===== config.mk =====
export PLATFORM = sky130hd
export DESIGN_NAME = pattern_executor
export DESIGN_NICKNAME = d
export VERILOG_FILES = /design/src/rtl/pattern_executor.sv
export SDC_FILE = /design/constraint.sdc
export NUM_CORES = 1
export LEC_CHECK = 0
export ABC_CLOCK_PERIOD_IN_PS = 5590
export CORE_ASPECT_RATIO = 0.5
export CORE_MARGIN = 5
export CORE_UTILIZATION = 45
export CTS_BUF_LIST = sky130_fd_sc_hd__clkbuf_4
export DETAILED_ROUTE_END_ITERATION = 6
export PLACE_DENSITY = 0.74
export SLEW_MARGIN = 20
export SYNTH_ARGS = -nofsm -noshare
export SYNTH_HDL_FRONTEND = slang
export SYNTH_SLANG_ARGS = --single-unit

===== constraint.sdc =====
create_clock -name clk -period 5.59 [get_ports clk]
set_clock_uncertainty 0.15 [all_clocks]
set_input_delay 1.118 -clock clk [delete_from_list [all_inputs] [get_ports clk]]
set_output_delay 1.118 -clock clk [all_outputs]
set_load 0.01 [all_outputs]

===== src/rtl/pattern_executor.sv =====
// pattern_executor: decodes a registered 4-bit mode code into IDLE/RUN/PAUSE/ALERT and
//   drives an 8-bit LED bank (one-hot chaser, frozen pause, full-bank alert blink).
// Latency: 2 edges from state change to mode/entry led; all outputs registered.
// Backpressure: none; the input is sampled every cycle and every change is honoured in order.
// Ports: clk, rst (async, active-high), state[3:0] in; led[7:0], mode[1:0] out.
module pattern_executor #(
   parameter int TICK_DIV = 25000000,  // slow-step period in cycles (multiple of 4, >= 4)
   parameter int CNT_W    = 25         // prescaler width, 2^CNT_W > TICK_DIV
) (
   input  logic       clk,
   input  logic       rst,
   input  logic [3:0] state,
   output logic [7:0] led,
   output logic [1:0] mode
);

   typedef enum logic [1:0] {
      IDLE  = 2'b00,
      RUN   = 2'b01,
      PAUSE = 2'b10,
      ALERT = 2'b11
   } mode_t;

   localparam logic [CNT_W-1:0] LIM_SLOW = CNT_W'(TICK_DIV - 1);
   localparam logic [CNT_W-1:0] LIM_FAST = CNT_W'(TICK_DIV / 4 - 1);

   mode_t            cur;
   mode_t            nxt;
   logic [3:0]       state_q;
   logic [CNT_W-1:0] cnt;
   logic [CNT_W-1:0] cnt_nxt;
   logic [CNT_W-1:0] limit;
   logic [7:0]       led_nxt;
   logic             step;

   always_ff @(posedge clk or posedge rst) begin
      if (rst) begin
         state_q <= 4'b0000;
         cur     <= IDLE;
         led     <= 8'h00;
         cnt     <= '0;
      end else begin
         state_q <= state;
         cur     <= nxt;
         led     <= led_nxt;
         cnt     <= cnt_nxt;
      end
   end

   always_comb begin
      nxt     = RUN;
      led_nxt = led;
      cnt_nxt = cnt;

      if (state_q[3])
         nxt = ALERT;
      else if (state_q == 4'b0000)
         nxt = IDLE;
      else if (state_q[1])
         nxt = PAUSE;

      limit = state_q[2] ? LIM_FAST : LIM_SLOW;
      // >= so that a slow-to-fast switch with cnt already past the new limit steps at once
      step  = (cnt >= limit);

      if (nxt != cur) begin
         // entry actions happen on the transition edge itself
         case (nxt)
            IDLE: begin
               led_nxt = 8'h00;
               cnt_nxt = '0;
            end
            RUN: begin
               // resuming from PAUSE keeps the frozen pattern and partial count
               if (cur != PAUSE) begin
                  led_nxt = 8'h01;
                  cnt_nxt = '0;
               end
            end
            ALERT: begin
               led_nxt = 8'hFF;
               cnt_nxt = '0;
            end
            default: ;  // PAUSE entry freezes everything
         endcase
      end else begin
         case (cur)
            IDLE: begin
               led_nxt = 8'h00;
               cnt_nxt = '0;
            end
            RUN: begin
               if (step) begin
                  cnt_nxt = '0;
                  led_nxt = state_q[0] ? {led[0], led[7:1]} : {led[6:0], led[7]};
               end else begin
                  cnt_nxt = cnt + 1'b1;
               end
            end
            ALERT: begin
               if (step) begin
                  cnt_nxt = '0;
                  led_nxt = ~led;
               end else begin
                  cnt_nxt = cnt + 1'b1;
               end
            end
            default: ;  // PAUSE holds led and cnt
         endcase
      end
   end

   assign mode = cur;

endmodule


**Word-level counts from Yosys, hierarchy flattened**

Index checks and enable logic that the tools add are counted.

- Bits of input ports: 6
- Register bits after elaboration: 39
- Word-level logic and storage cells: 43
- Output and inout bits: 10

- Mux-type cells: 16
- Reductions and logical operators: 9
- $add $sub $neg: 1
- Bitwise gates (word level): 1
- Eq/ne operators: 11
- $lt $le $gt $ge: 1

Operator list:

| operator | count |
|---|---|
| $mux 25 | 4 |
| $pmux 25 s2 | 2 |
| $pmux 8 s3 | 2 |
| $mux 8 | 5 |
| $add 25x1->25 const B | 1 |
| $ge 25x25->1 | 1 |
| $ne 3x3->1 const B | 3 |
| $not 8->8 | 1 |
| $mux 2 | 3 |
| $reduce_and 5->1 | 1 |
| $eq 2x1->1 const B | 2 |
| $eq 2x2->1 const B | 2 |
| $logic_not 2->1 | 2 |
| $logic_not 4->1 | 1 |
| $ne 4x1->1 const B | 1 |
| $reduce_bool 4->1 | 1 |
| $reduce_or 2->1 | 2 |
| $ne 3x2->1 const B | 1 |
| $reduce_and 3->1 | 1 |
| $reduce_bool 3->1 | 1 |
| $ne 2x2->1 | 1 |
| $ne 2x2->1 const B | 1 |

**Longest topological paths before layout**

- Word-level depth: 7
- Mapped depth: 11

**Worst setup path after synthesis**

Ideal clock, no wire load.

- Path type: register to register
- From: register state_q[0]
- To: register led[0]
- Cell stages (with the launch flop): 11
- Arrival: 2276 ps
- Data required time: 5315 ps
- Path buffers: 2
- Path slack: 3039 ps
- Cell sequence: dfrtp_1 buf_2 nor2_1 nor2_1 nor2_1 inv_1 ha_1 or4_1 and3_4 buf_6 mux2_4

- Word-level cells in the longest chain between the ends: 6
- Elaborated cells on any way between the ends: 18
- Classes of those cells: eq/ne: 7; mux: 7; reduce/logical: 4

Ends and longest elaborated chain:

| what | RTL line | RTL |
|---|---|---|
| start, declared | 29 | `logic [3:0] state_q;` |
| start signal, assigned | 43 | `state_q <= state;` |
| $logic_not 4->1 (*) | 57 | `else if (state_q == 4'b0000)` |
| $mux 2 (*) | 57 |  |
| $mux 2 (*) | 55 | `if (state_q[3])` |
| via nxt[0] | 28 | `mode_t nxt;` |
| $ne 2x2->1, or another cell as far along | 66 | `if (nxt != cur) begin` |
| $ne 4x1->1 (no line), or another cell as far along | - |  |
| $reduce_and 5->1 (no line) / $mux 8 (equally long branches) | - |  |
| end signal, assigned | 45 | `led <= led_nxt;` |
| end, declared | 13 | `output logic [7:0] led,` |

The timed path passes the listed nets; every way through them passes the cells marked *. The select of a mux whose other input is x is not followed.
A chain may end at the register's enable or synchronous reset.

**Worst setup path in the final report**

- From: register state_q[2]
- To: register led[0]

- Word-level cells in the longest chain between the ends: 6
- Elaborated cells on any way between the ends: 17
- Classes of those cells: order compare: 1; eq/ne: 7; mux: 5; reduce/logical: 4

Ends and longest elaborated chain:

| what |
|---|
| parallel branches: the longest is 6 deep, another holds $ge 25x25->1 |

Several ways; the timed one is not identified.

==> impl_metrics.yaml <==
drt:
  vias_per_cell: 6.03
  wl_met3_um: 246
  drt_iter0_drc: 237
  ant_nets: 0
  detailedRoute.firstPassIterationCount: 4
  routedWlPerCell_um: 15.3
  met2_length_um: 2680
  drt-total-wl_um: 5450
  met1_length_um: 2470
  drc_errors: 0
  routed.top_layer: "met4"
  vias: 2146
worst_setup_path:
  cp_num_buf_inv: 1
  start_kind: "flip-flop"
  crit_arrival_ns: 3.34
  cp_top_family: "simple AND/OR/NAND/NOR gates"
  criticalPathCategory: "flip-flop to flip-flop"
  worstSetupPathDepth: 8
  required_ns: 5.67
  reg2reg_depth: 8
  cp_cell_sequence: "inv_1, ha_1, o21ai_0, a2111oi_0, o211a_1, or2_1, and3_4, mux2_4"
  crit_path_top_delay_cell: "dfrtp_1"
  cp_max_fo: 15
  critPathMaxStageDelay_ns: 0.52
  end_kind: "flip-flop"
synth:
  yosysWarnings: 0
  synth_top_area_frac: 0.391
  synthSimpleGateAreaFrac: 0.197
  ys.flop_type: "dfrtp_1"
  synth_seq_cells: 39
  synth_cell_types: 48
  async_reset_ff_frac: 1.00
  synthMuxAreaShare: 0.0772
  syn_inst: 269
  synth_compound_area_frac: 0.228
  synth_area_mm2: 0.00250
  ys_top_cells_by_area: "dfrtp_1 39%, ha_1 6.0%, o21ai_0 5.2%, nand2_1 4.4%, mux2_4 4.2%"
  ys_seq_area_frac: 0.391
  synth_top_family_by_area: "compound AO/OA/AOI/OAI gates"
  syn_avg_cell_area_um2: 9.28
  synthXorXnorAreaFrac: 0.00351
  synth_edf_count: 0
  syn_nets: 287
  yosysTopAreaCell: "dfrtp_1"
  synth_fa_ha_area_frac: 0.0601
finish:
  layout.nets: 301
  fillers: 486
  final_cell_mix: "39 x dfrtp_1, 29 x nand2_1, 26 x o21ai_0"
  area_delta_synth_final_pct: 10.0
  multiInputGateArea_mm2: 0.00142
  drive_gt1_frac: 0.106
  antenna_cells: 0
  register_area_um2: 976
  final_common_cell: "dfrtp_1"
  final_core_util: 0.507
global_route:
  antenna_found_initial: 0
  grt_usage: 0.161
  grt_max_degree: 40
  overflow: 0
  grt_pass1_vias: 2067
  grt_pass1_wl_um: 9500
placed_design:
  gp_congestion: 0.866
  io_buffer_count: 15
  dp_hpwl_um: 3850
timing:
  fin_crit_ns: 3.26
  slew_viol_final: 0
  tns_ns: 0
  fmax_ghz: 0.307
  maxSlewHeadroom: 0.441
  hold_viol: 0
  tightest_slew_ns: 0.830
  rsz0062_at_grt: "false"
  setup_viol: 0
  finalCritPeriodShare: 0.582
die:
  die_height_um: 62.7
  rows: 19
  core_mm2: 0.00542
  ios: 16
  dieArea_mm2: 0.00723
  die_width_um: 115
  initial_utilization: 0.461
clock_tree:
  cts_buffers: 5
  cts_hold_buf: 0
  clock_latency_ns: 0.34
  clk_root_buffer_cell: "clkbuf_4"
  path_clk_slew_ns: 0.12
  tritoncts: "done"
  clock-sinks: 39
  htreeDepth: 2
  ctsLongestPathBuffers: 2
  post_cts_resized: 0
  cts_setup_buffers: 0
power:
  power.leakage_nw: 1.27
  max-vdd-ir-drop_v: 0.000155
  p_per_area_mw_per_mm2: 240
run_status:
  status: "completed"
min_path:
  hold_path_depth: 1
  hold_path.class: "flip-flop to flip-flop"
job:
  max_cap_violations: 0
[final timing paths]
path,startpoint,to,slack [ns]
worst max-delay path,state_q[2],led[0],2.33
worst min-delay path,cnt[16],cnt[16],0.37
worst max register to register,state_q[2],led[0],2.33
worst min register to register,cnt[16],cnt[16],0.37
max in group asynchronous,rst,state_q[1],3.90
min in group asynchronous,rst,cnt[19],1.04
[worst reg2reg max path, cell delays in order (launching register included)]
cell and delay, ns:
dfrtp_1 0.52, inv_1 0.15, ha_1 0.31, o21ai_0 0.09, a2111oi_0 0.47, o211a_1 0.29
or2_1 0.45, and3_4 0.40, mux2_4 0.32
[metal layers]
metal  vias up  track usage
li1       1029            -
met1      1069        0.198
met2        43        0.280
met3         5       0.0358
met4         0       0.0469
met5         -            0
[report_power, final]
group          switching (mW)  internal, mW
sequential             0.0326         0.305
combinational          0.0844         0.102
clock                  0.0903        0.0447
[per-stage QoR]
stage | setup slack [ns] | cell area (um2) | std cells | power [mW] | hold slack [ns]
2_1_floorplan | 3.04 | 2500 | 269 | 0.460 | 0.301
4_1_cts | 2.32 | 2750 | 356 | 0.663 | 0.372
3_3_place_gp | 2.57 | 2700 | 349 | 0.521 | 0.333
6_report | 2.33 | 2750 | 356 | 0.659 | 0.374
5_1_grt | 2.02 | 2750 | 356 | 0.699 | 0.387
3_5_place_dp | 2.32 | 2700 | 349 | 0.529 | 0.353
[sequential cells by signal, summed over array words and instances, names as in the netlist]
| signal | flops |
|---|---|
| cnt | 25 |
| led | 8 |
| mode | 2 |
| state_q | 4 |
[cell usage after synthesis, types with 2 or more instances]
cell type and count:
o211ai_1 2, or3_1 3, nand2b_1 3, nor2_1 13, nor4_1 3, nand4_1 4, dfrtp_1 39, ha_1 12
or4_1 2, a31oi_1 10, and3_1 6, clkbuf_1 4, nor3_1 9, nand2_1 29, o21a_1 2, inv_1 10
nand3_1 13, mux2i_1 2, mux2_4 7, o21ai_0 26, buf_6 2, a211oi_1 2, nor2b_1 5, buf_2 5
a21o_1 12, a21oi_1 8, mux2_2 6, a22o_1 10
[area by class of cell]
class | instances | area share
Multi-Input combinational cell | 208 | 0.515
Sequential cell | 39 | 0.355
Timing Repair Buffer | 18 | 0.0628
Tap cell | 73 | 0.0332
Inverter | 11 | 0.0168
Clock buffer | 5 | 0.0137
Clock inverter | 2 | 0.00319
[kinds of logic after synthesis]
| family | after synthesis |
|---|---|
| xor+xnor | 1 |
| compound gates | 83 |
| buf+inv | 22 |
| fa+ha+maj | 12 |
| mux | 15 |
| flops | 39 |
| simple gates | 97 |
Power figures use the tool's default switching activity.
